<file path="src/rtl/collision_monitor_if.sv">
// Signal bundle between the frame/position sources and collision_monitor.
// The master drives positions and frame_end; the slave returns the game status.
interface collision_monitor_if;
    logic       frame_end;
    logic [9:0] player_x;
    logic [9:0] player_y;
    logic [9:0] rival_x;
    logic [9:0] rival_y;
    logic       collide_with_rival;
    logic       scroll_en;
    logic [1:0] lives;
    logic       game_over;
    logic       hit_pulse;

    modport master (
        output frame_end, player_x, player_y, rival_x, rival_y,
        input  collide_with_rival, scroll_en, lives, game_over, hit_pulse
    );

    modport slave (
        input  frame_end, player_x, player_y, rival_x, rival_y,
        output collide_with_rival, scroll_en, lives, game_over, hit_pulse
    );
endinterface

</file>
<file path="src/rtl/collision_monitor.sv">
// Per-frame rival/wall collision detection with freeze timing and life accounting.
// Optional feature: define WALL_LIFE_LOSS_EN to make wall hits cost a life.
module collision_monitor #(
    parameter int unsigned OFFSET_BG_X   = 200,
    parameter int unsigned CAR_WIDTH     = 14,
    parameter int unsigned CAR_HEIGHT    = 16,
    parameter int unsigned BG_LEFT       = 44,
    parameter int unsigned BG_RIGHT      = 104,
    parameter int unsigned FREEZE_FRAMES = 30,
    parameter int unsigned LIVES         = 3
) (
    input logic                clk,
    input logic                reset_n,
    collision_monitor_if.slave bus
);
    localparam logic [1:0] RUN       = 2'd0;
    localparam logic [1:0] RIVAL_HIT = 2'd1;
    localparam logic [1:0] WALL_HIT  = 2'd2;
    localparam logic [1:0] OVER      = 2'd3;

`ifdef WALL_LIFE_LOSS_EN
    localparam bit WALL_COSTS_LIFE = 1'b1;
`else
    localparam bit WALL_COSTS_LIFE = 1'b0;
`endif

    localparam logic [10:0] WALL_LO    = 11'(OFFSET_BG_X + BG_LEFT);
    localparam logic [10:0] WALL_HI    = 11'(OFFSET_BG_X + BG_RIGHT);
    localparam logic [10:0] W          = 11'(CAR_WIDTH);
    localparam logic [10:0] H          = 11'(CAR_HEIGHT);
    localparam logic [7:0]  FREEZE_LD  = 8'(FREEZE_FRAMES);
    localparam logic [1:0]  LIVES_INIT = 2'(LIVES);

    logic [1:0]  state, state_nx;
    logic [7:0]  freeze, freeze_nx, freeze_dec;
    logic [1:0]  lives_r, lives_nx, lives_dec;
    logic        pulse_nx;
    logic        collide_r, scroll_r, over_r, pulse_r;
    logic [10:0] px, py, rx, ry;
    logic        overlap, wall, cause;

    assign px = {1'b0, bus.player_x};
    assign py = {1'b0, bus.player_y};
    assign rx = {1'b0, bus.rival_x};
    assign ry = {1'b0, bus.rival_y};

    // Strict overlap: boxes that only share an edge do not collide.
    assign overlap = (px + W > rx) && (rx + W > px) && (py + H > ry) && (ry + H > py);
    assign wall    = (px < WALL_LO) || (px > WALL_HI);

    assign freeze_dec = (freeze == 8'd0) ? 8'd0 : freeze - 8'd1;
    assign lives_dec  = (lives_r == 2'd0) ? 2'd0 : lives_r - 2'd1;
    assign cause      = (state == RIVAL_HIT) ? overlap : wall;

    always_comb begin
        state_nx  = state;
        freeze_nx = freeze;
        lives_nx  = lives_r;
        pulse_nx  = 1'b0;
        if (bus.frame_end) begin
            case (state)
                RUN: begin
                    if (overlap) begin
                        state_nx  = RIVAL_HIT;
                        freeze_nx = FREEZE_LD;
                        lives_nx  = lives_dec;
                        pulse_nx  = 1'b1;
                    end else if (wall) begin
                        state_nx  = WALL_HIT;
                        freeze_nx = FREEZE_LD;
                        pulse_nx  = 1'b1;
                        if (WALL_COSTS_LIFE) lives_nx = lives_dec;
                    end
                end
                RIVAL_HIT, WALL_HIT: begin
                    freeze_nx = freeze_dec;
                    // Leave only once the freeze has run out and the cause has cleared.
                    if (freeze_dec == 8'd0 && !cause) begin
                        if (lives_r == 2'd0 && (state == RIVAL_HIT || WALL_COSTS_LIFE)) begin
                            state_nx = OVER;
                        end else begin
                            state_nx = RUN;
                        end
                    end
                end
                default: ;
            endcase
        end
    end

    always_ff @(posedge clk or negedge reset_n) begin
        if (!reset_n) begin
            state     <= RUN;
            freeze    <= 8'd0;
            lives_r   <= LIVES_INIT;
            collide_r <= 1'b0;
            scroll_r  <= 1'b1;
            over_r    <= 1'b0;
            pulse_r   <= 1'b0;
        end else begin
            state     <= state_nx;
            freeze    <= freeze_nx;
            lives_r   <= lives_nx;
            collide_r <= (state_nx == RIVAL_HIT) || (state_nx == OVER);
            scroll_r  <= (state_nx == RUN);
            over_r    <= (state_nx == OVER);
            pulse_r   <= pulse_nx;
        end
    end

    assign bus.collide_with_rival = collide_r;
    assign bus.scroll_en          = scroll_r;
    assign bus.lives              = lives_r;
    assign bus.game_over          = over_r;
    assign bus.hit_pulse          = pulse_r;
endmodule

</file>
<file path="src/flat_wrapper.sv">
// flat-port wrapper written by rule: the top's interface ports become plain ports
module collision_monitor_flat 
#(
    parameter int unsigned OFFSET_BG_X   = 200,
    parameter int unsigned CAR_WIDTH     = 14,
    parameter int unsigned CAR_HEIGHT    = 16,
    parameter int unsigned BG_LEFT       = 44,
    parameter int unsigned BG_RIGHT      = 104,
    parameter int unsigned FREEZE_FRAMES = 30,
    parameter int unsigned LIVES         = 3
)
  (clk, reset_n, bus_frame_end, bus_player_x, bus_player_y, bus_rival_x, bus_rival_y, bus_collide_with_rival, bus_scroll_en, bus_lives, bus_game_over, bus_hit_pulse);
  collision_monitor_if bus_i ();
  input logic clk;
  input logic reset_n;
  input wire logic [$bits(bus_i.frame_end)-1:0] bus_frame_end;
  input wire logic [$bits(bus_i.player_x)-1:0] bus_player_x;
  input wire logic [$bits(bus_i.player_y)-1:0] bus_player_y;
  input wire logic [$bits(bus_i.rival_x)-1:0] bus_rival_x;
  input wire logic [$bits(bus_i.rival_y)-1:0] bus_rival_y;
  output wire logic [$bits(bus_i.collide_with_rival)-1:0] bus_collide_with_rival;
  output wire logic [$bits(bus_i.scroll_en)-1:0] bus_scroll_en;
  output wire logic [$bits(bus_i.lives)-1:0] bus_lives;
  output wire logic [$bits(bus_i.game_over)-1:0] bus_game_over;
  output wire logic [$bits(bus_i.hit_pulse)-1:0] bus_hit_pulse;
  assign bus_i.frame_end = bus_frame_end;
  assign bus_i.player_x = bus_player_x;
  assign bus_i.player_y = bus_player_y;
  assign bus_i.rival_x = bus_rival_x;
  assign bus_i.rival_y = bus_rival_y;
  assign bus_collide_with_rival = bus_i.collide_with_rival;
  assign bus_scroll_en = bus_i.scroll_en;
  assign bus_lives = bus_i.lives;
  assign bus_game_over = bus_i.game_over;
  assign bus_hit_pulse = bus_i.hit_pulse;
  collision_monitor #(.OFFSET_BG_X(OFFSET_BG_X), .CAR_WIDTH(CAR_WIDTH), .CAR_HEIGHT(CAR_HEIGHT), .BG_LEFT(BG_LEFT), .BG_RIGHT(BG_RIGHT), .FREEZE_FRAMES(FREEZE_FRAMES), .LIVES(LIVES)) u_core (.clk(clk), .reset_n(reset_n), .bus(bus_i));
endmodule
</file>
<file path="config.mk">
export PLATFORM = sky130hd
export DESIGN_NAME = collision_monitor_flat
export DESIGN_NICKNAME = d
export VERILOG_FILES = /design/src/rtl/collision_monitor_if.sv /design/src/rtl/collision_monitor.sv /design/src/flat_wrapper.sv
export SDC_FILE = /design/constraint.sdc
export NUM_CORES = 1
export LEC_CHECK = 0
export ABC_AREA = 1
export CAP_MARGIN = 40
export CORE_ASPECT_RATIO = 0.7
export CORE_MARGIN = 2
export CORE_UTILIZATION = 35
export CTS_CLUSTER_DIAMETER = 80
export DETAILED_ROUTE_END_ITERATION = 12
export GPL_TIMING_DRIVEN = 0
export SYNTH_ARGS = -nofsm -noshare
export SYNTH_HDL_FRONTEND = slang
export SYNTH_SLANG_ARGS = --single-unit
</file>
<file path="constraint.sdc">
create_clock -name clk -period 2.25 [get_ports clk]
set_input_delay 0.45 -clock clk [delete_from_list [all_inputs] [get_ports clk]]
set_output_delay 0.45 -clock clk [all_outputs]
set_load 0.005 [all_outputs]
</file>
==> key figures, run 1 <==
Run status
  – Outcome: finished with violations
  – Failing checks: negative setup slack

Logic synthesis
  – Seq/Total Area, Yosys: 14.5%
  – Synth Area in Compound Gates: 11.1%
  – Post-Synthesis Cells: 407
  – Mux cell area share after synthesis: 0%
  – Largest area contributor in the netlist: ha_1
  – Most instantiated library cell after synthesis: inv_1
  – FFs w/ async S/R, synth: 100%
  – Post-Synth Adder-Cell Area: 22.0%
  – Synth top cells by count: inv_1 (95), nand2_1 (85), ha_1 (46)
  – Post-synth EDFFs: 0
  – Syn Nets: 496
  – Netlist cell types: 28
  – Seq cells post-synth: 15
  – Simple-gate share of the synthesized area: 31.6%
  – Largest cells by area after synthesis: ha_1 (22%), inv_1 (14%), nand2_1 (12%), dfrtp_1 (11%), xor2_1 (6.7%)
  – Most common flop cell mapped by yosys: dfrtp_1
  – Mapped Area: 2620 sq um
  – Yosys warning total: 0
  – Xor and xnor area share after synthesis: 6.69%
  – Post-Syn Area per Cell: 6.44 sq um
  – Share of the synthesized area in the top cell type: 22.0%
  – Main combinational cell family by area after synthesis: simple AND/OR/NAND/NOR gates

Clock network
  – Htree depth: 1
  – Skew-Pair Late Insertion Delay: 0.25 ns
  – CTS clock-pin slew for the worst setup and hold paths: 0.06 ns
  – CTS tree: yes
  – CTS Buf Count: 3
  – CTS max path bufs: 2
  – Root buf cell: clkbuf_8
  – Clock sink count: 15

STA
  – Slew Limit Fails: 0
  – Max_slew headroom: 56.1%
  – Period Utilization, post-route: 118%
  – Worst setup margin: -0.406 ns
  – RSZ-0062 raised after global routing: yes
  – Slew at the pin with the worst max-slew slack: 0.657 ns
  – Crit path time final: 2.66 ns
  – Final hold vios: 0
  – Setup violations, final: 15
  – Clk_skew: 0.00347 ns
  – F_max: 377 MHz

Global route
  – GRT Resource Usage Total: 15.8%
  – GR Util met1: 25.1%
  – Largest net degree at the start of global routing: 16
  – Initial antenna violation count: 0
  – Grt met2 use: 23.5%
  – Global route overflow: 0
  – GR Util met3: 1.88%
  – Global-route wire length before repair: 10.7 mm
  – Gr busiest metal: met1
  – Vias in the first global route: 2,427

Layout
  – Multi-input gate area: 2150 sq um
  – Ant. Diodes: 0
  – Post-Layout Cell Count: 575
  – Area Overhead vs Synth: 40.8%
  – Core Util, Final: 50.6%
  – Number of fill cells: 719
  – Final Instance Area: 3690 sq um
  – Share of post-route cells with drive strength above 1: 25.6%
  – Register area: 379 sq um
  – Number of nets in the layout: 567

Setup path
  – Worst setup EP type: flop
  – Type of the worst setup path: in2reg
  – CP startpoint kind: primary input
  – Worst EP arrival: 2.80 ns
  – CP required: 2.40 ns
  – Maximum net fanout on the critical path: 5

Drt
  – DRC violations left: 0
  – Drt pass-1 iters: 4
  – Routed Wire Length: 6.36 mm
  – Drt initial violations: 107
  – WL/cell: 11.1 microns
  – Antenna Nets Post-Route: 0
  – DR vias/cell: 4.54
  – Routed vias: 2,609

Floorplanning
  – Die Wd: 107 microns
  – Core ar.: 7290 sq um
  – Die height: 76.4 microns
  – Initial Utilization: 36.0%
  – Site Rows: 26
  – I/O Pins: 49
  – DIE AREA: 8210 sq um

Min path
  – Min-Delay Path Class: reg2reg

Pwr
  – Peak supply drop: 0.360 mV
  – Leakage: 0.00198 uW
  – Power Density: 586 nW/um^2

Place
  – Post-DP HPWL: 5.17 mm
  – Port Buffer Count: 48
  – Post-Place Cells: 553
  – Dpl cell area: 3280 sq um
  – GP Congestion: 0.812

Run
  – Max Cap Viol: 0
==> repair_timing <==
action,in CTS,in global routing
hold buffers,0,0
buffers inserted,16,3
gates resized for setup,97,45
pin swaps,28,21
endpoints found under the setup margin,15,15
cloned,1,0
==> cell families after synthesis <==
logic type / count (synthesis)
simple gates: 184
buf+inv: 96
compound gates: 46
fa+ha+maj: 46
xor+xnor: 20
flops: 15
==> cell type report <==
cell class / count / share of cell area [%]
Buffer: 1 / 0.407
Clock buffer: 3 / 1.12
Clock inverter: 1 / 0.136
Inverter: 95 / 10.3
Multi-Input combinational cell: 296 / 58.3
Sequential cell: 15 / 10.3
Tap cell: 98 / 3.32
Timing Repair Buffer: 66 / 16.1
==> flip-flops by register name, summed over array words and instances (netlist names), named ones only <==
| signal | flops |
|---|---|
| u_core.bus.scroll_en | 1 |
| u_core.bus.lives | 2 |
| u_core.bus.hit_pulse | 1 |
| u_core.state | 1 |
| u_core.bus.game_over | 1 |
| u_core.freeze | 8 |
==> path summary, 6_finish.rpt <==
kind / from / to / slack (ns) / cells after the start
worst min-delay path: u_core.bus.lives[1] / u_core.bus.lives[1] / 0.49 / 2
worst max-delay path: bus_player_x[7] / u_core.freeze[5] / -0.41 / 21
min in group asynchronous: reset_n / u_core.freeze[2] / 0.60 / 1
max in group asynchronous: reset_n / u_core.bus.game_over / 1.22 / 1
worst max register to register: u_core.freeze[0] / u_core.bus.game_over / 0.07 / 14
worst min register to register: u_core.bus.lives[1] / u_core.bus.lives[1] / 0.49 / 2
==> through the flow <==
step           setup TNS [ns]  worst slack (ns)  hold slack, ns  power, uW
2_1_floorplan           -3.61            -0.330           0.154       1380
3_3_place_gp           -18.28             -1.31           0.470       1760
3_5_place_dp           -18.45             -1.33           0.480       1770
4_1_cts                 -5.08            -0.409           0.492       2130
5_1_grt                 -7.18            -0.563           0.525       2390
6_report                -4.53            -0.406           0.491       2160
==> metal layers <==
layer | routed length, microns | vias to the layer above
met1 | 3440 | 1135
met3 | 274 | 2
li1 | - | 1416
met4 | 8 | 0
met5 | 0 | -
met2 | 2630 | 56
==> critical path, stage by stage <==
cell and delay (ns):
clkdlybuf4s15_1 0.28, nand2_4 0.10, nor2_4 0.14, nand2_1 0.08
xor2_1 0.15, ha_1 0.34, nand2_4 0.06, nor2_4 0.13
nand3_2 0.08, nor2_1 0.10, nand2_1 0.05, nand2_1 0.05
inv_1 0.04, nand2_2 0.06, nor2_4 0.05, a21oi_4 0.17
a21oi_4 0.10, buf_6 0.13, buf_8 0.12, nand2_2 0.05
o21ai_2 0.04
==> where the power goes <==
group | switching [uW] | internal, uW
sequential | 62.0 | 396
combinational | 867 | 618
clock | 96.5 | 123
total | 1030 | 1140
==> cell usage in the layout, fill, tap and decap left out, types with 4 or more instances in the layout <==
master,netlist,final
inv_1,95,84
nand2_1,85,69
ha_1,46,38
nor2_1,38,31
nand3_1,29,26
clkdlybuf4s50_1,0,21
xor2_1,20,19
nand2_2,4,15
buf_4,0,15
a21oi_1,18,14
dfrtp_1,12,12
o21ai_0,11,9
o21ai_2,8,9
dlygate4sd2_1,0,9
nand4_1,8,8
ha_4,0,8
inv_2,0,7
nor2_4,2,7
clkbuf_2,0,7
nor2_2,4,6
nor3_2,1,6
nand2_4,1,6
a21o_1,5,5
nand3_2,1,4
a21oi_2,1,4
buf_6,0,4
Note: power is estimated with default switching activity, not from simulation.
==> run 2, diff against run 1 <==
==> constraint.sdc (replaced) <==
create_clock -name clk -period 2.9 [get_ports clk]
set_input_delay 0.58 -clock clk [delete_from_list [all_inputs] [get_ports clk]]
set_output_delay 0.58 -clock clk [all_outputs]
set_load 0.02 [all_outputs]
==> run 2 against run 1 <==
The flow now finishes without violations. Wire length increased by 4.7%. Non-clock buffer count unchanged. Count of clock-buffer cells in the layout did not move. Worst setup slack improved by 0.47 ns.
==> key figures, run 2 (synthesis gave the netlist of run 1 again) <==
Pwr
  – Int Pwr: 877 uW (-23%)
  – Power Density: 469 nW/um^2 (-20%)
  – Switching Fraction: 48.4% (+0.93 points)
  – Net Sw Power: 821 uW (-20%)
  – Share of power burned in the clock network: 10.7% (+0.6 points)
  – Peak supply drop: 0.285 mV (-21%)
  – Combinational power share: 68.5% (-0.2 points)
  – Sequential Power Share: 20.9% (-0.3 points)
  – Leakage: 0.00197 uW (-0.15%)
  – Total power: 1700 uW (-21%)

Clock network
  – Htree depth: 1 (unchanged)
  – Root buf cell: clkbuf_8
  – CTS tree: yes
  – CTS max path bufs: 2 (unchanged)
  – Skew-Pair Late Insertion Delay: 0.26 ns (about the same)
  – CTS clock-pin slew for the worst setup and hold paths: 0.07 ns (about the same)
  – Clock sink count: 15 (unchanged)
  – CTS Buf Count: 3 (unchanged)

Place
  – Post-DP HPWL: 5.12 mm (-1.1%)
  – Port Buffer Count: 48 (unchanged)
  – Worst slack, placed: -0.723 ns (+0.602 ns)
  – GP Congestion: 0.843 (+3.8%)

Layout
  – Max reg flops: 8 (unchanged)
  – Area Overhead vs Synth: 38.2%
  – Commonest cells after routing, fill and taps aside: inv_1 (86), nand2_1 (72), ha_1 (39), nor2_1 (32), nand3_1 (28)
  – Ant. Diodes: 0 (unchanged)
  – Commonest non-fill, non-tap cell in the layout: inv_1
  – Largest Register: u_core.freeze
  – Number of fill cells: 756 (+5.1%)
  – Number of nets in the layout: 567 (unchanged)
  – Share of post-route cells with drive strength above 1: 23.1% (-2.5 points)

Drt
  – DR vias/cell: 4.66 (+2.7%)
  – Routed Wire Length: 6.66 mm (+4.7%)
  – M1 WL: 3.34 mm (-3.0%)
  – DR WL met3: 302 microns (+10%)
  – Drt initial violations: 120 (+12%)
  – DR WL met2: 3.01 mm (+14%)
  – Routed vias: 2,679 (+2.7%)
  – Antenna Nets Post-Route: 0 (unchanged)
  – DRC violations left: 0 (unchanged)
  – WL/cell: 11.6 microns (+4.7%)
  – Drt pass-1 iters: 4 (unchanged)
  – Top layer in use: met3

Global route
  – Largest net degree at the start of global routing: 16 (unchanged)
  – Global route overflow: 0 (unchanged)
  – Initial antenna violation count: 0 (unchanged)
  – GRT Resource Usage Total: 16.1% (+0.31 points)
  – Global-route wire length before repair: 11.0 mm (+2.3%)
  – Vias in the first global route: 2,519 (+3.8%)

Setup path
  – Worst EP arrival: 2.98 ns (+0.18 ns)
  – Worst setup EP type: flop
  – CP required: 3.04 ns (+0.64 ns)
  – CP startpoint kind: primary input
  – Maximum net fanout on the critical path: 11 (+6)
  – Type of the worst setup path: in2reg

Floorplanning
  – Site Rows: 26 (unchanged)
  – Core ar.: 7290 sq um (unchanged)
  – I/O Pins: 49 (unchanged)
  – DIE AREA: 8210 sq um (unchanged)
  – Die height: 76.4 microns (unchanged)
  – Die Wd: 107 microns (unchanged)
  – Initial Utilization: 36.0% (unchanged)

STA
  – Slew Limit Fails: 0 (unchanged)
  – F_max: 353 MHz
  – Setup violations, final: 0 (-15)
  – Clk_skew: 0.00671 ns (+0.00324 ns)
  – Crit path time final: 2.84 ns
  – Period Utilization, post-route: 97.8%
  – Slew at the pin with the worst max-slew slack: 0.691 ns (+0.0348 ns)
  – Worst setup margin: 0.0633 ns (+0.469 ns)
  – Max_slew headroom: 53.8% (-2.3 points)
  – Final hold vios: 0 (unchanged)

Min path
  – Min-Delay Path Class: reg2reg

Run
  – Max Cap Viol: 0 (unchanged)

Run status
  – Outcome: finished clean
run 2: cell type report:
class	count	area, sq um	share of cell area, %
clock inverter	1	5.00	0.138
inverter	95	359	9.92
multi-input combinational	296	2100	58.0
clock buffer	3	41.3	1.14
tap	98	123	3.39
sequential	15	379	10.5
timing repair buffer	67	613	16.9
run 2: power by group through the flow:
stage | Combinational [uW] | Sequential (uW) | Clock (uW)
detailed placement | 1040 | 359 | 0
CTS | 1130 | 356 | 181
global route | 1320 | 371 | 198
finish | 1160 | 355 | 181
floorplan | 712 | 390 | 0
global placement | 1020 | 359 | 0
run 2: path summary, 6_finish.rpt:
kind | from | endpoint | slack [ns] | cells past startpoint
max | bus_rival_x[1] | u_core.freeze[4] | 0.06 | 21
min | u_core.bus.lives[1] | u_core.bus.lives[1] | 0.49 | 2
max reg2reg | u_core.freeze[0] | u_core.bus.game_over | 0.75 | 14
min reg2reg | u_core.bus.lives[1] | u_core.bus.lives[1] | 0.49 | 2
max in group asynchronous | reset_n | u_core.state[0] | 1.72 | 1
min in group asynchronous | reset_n | u_core.freeze[5] | 0.74 | 1
run 2: worst max-delay path: stages:
cell	delay (ns)
buf_4	0.13
inv_4	0.06
ha_4	0.13
nand2_1	0.07
nand2_2	0.09
xor2_1	0.19
inv_1	0.07
ha_1	0.30
nand2_2	0.09
inv_1	0.06
a21oi_2	0.18
nand2_1	0.07
nand2_1	0.06
nand2_1	0.06
a21oi_2	0.19
nor2_4	0.06
a21oi_4	0.17
a21oi_4	0.09
buf_12	0.15
o21ai_0	0.11
o21ai_2	0.08
run 2: metal layers:
layer | vias up | global-route usage, %
met5 | - | 0
met4 | 0 | 0.385
met3 | 0 | 2.65
met2 | 54 | 26.7
met1 | 1205 | 23.2
li1 | 1420 | -
run 2: timing repair:
action,CTS,global route
pin swaps,26,28
resized for setup,66,54
endpoints found under the hold margin,0,0
setup endpoints to repair,15,15
gates cloned,1,0
buffers inserted,15,3
hold buffers,0,0
run 2: metrics by stage:
stage	cells	util [%]	hold slack [ns]	TNS, ns	instance area (sq um)
floorplan	407	-	0.284	0	2620
global placement	553	44.2	0.470	-9.26	3220
detailed placement	553	44.2	0.476	-9.80	3220
CTS	573	48.1	0.487	0	3510
global route	575	49.7	0.522	-0.557	3620
finish	575	49.7	0.489	0	3620
==> run 3, diff against run 2 <==
--- a/config.mk
+++ b/config.mk
@@ -10,6 +10,7 @@
 export CORE_ASPECT_RATIO = 0.7
 export CORE_MARGIN = 2
 export CORE_UTILIZATION = 35
+export CTS_BUF_LIST = sky130_fd_sc_hd__clkbuf_2 sky130_fd_sc_hd__clkbuf_4 sky130_fd_sc_hd__clkbuf_8
 export CTS_CLUSTER_DIAMETER = 80
 export DETAILED_ROUTE_END_ITERATION = 12
 export GPL_TIMING_DRIVEN = 0
==> constraint.sdc (replaced) <==
create_clock -name clk -period 2.3 [get_ports clk]
set_input_delay 0.46 -clock clk [delete_from_list [all_inputs] [get_ports clk]]
set_output_delay 0.46 -clock clk [all_outputs]
set_load 0.02 [all_outputs]
==> results of run 3 <==
The final DEF is identical to that of run 1. Status: finished with violations: negative setup slack.
Main changes from that run: setup slack after placement -1.33 ns -> -1.29 ns; setup slack after layout -0.406 ns -> -0.366 ns; setup TNS -4.53 ns -> -3.93 ns; register-to-register setup slack 0.07 ns -> 0.12 ns; worst IR drop on VDD 0.360 mV -> 0.353 mV
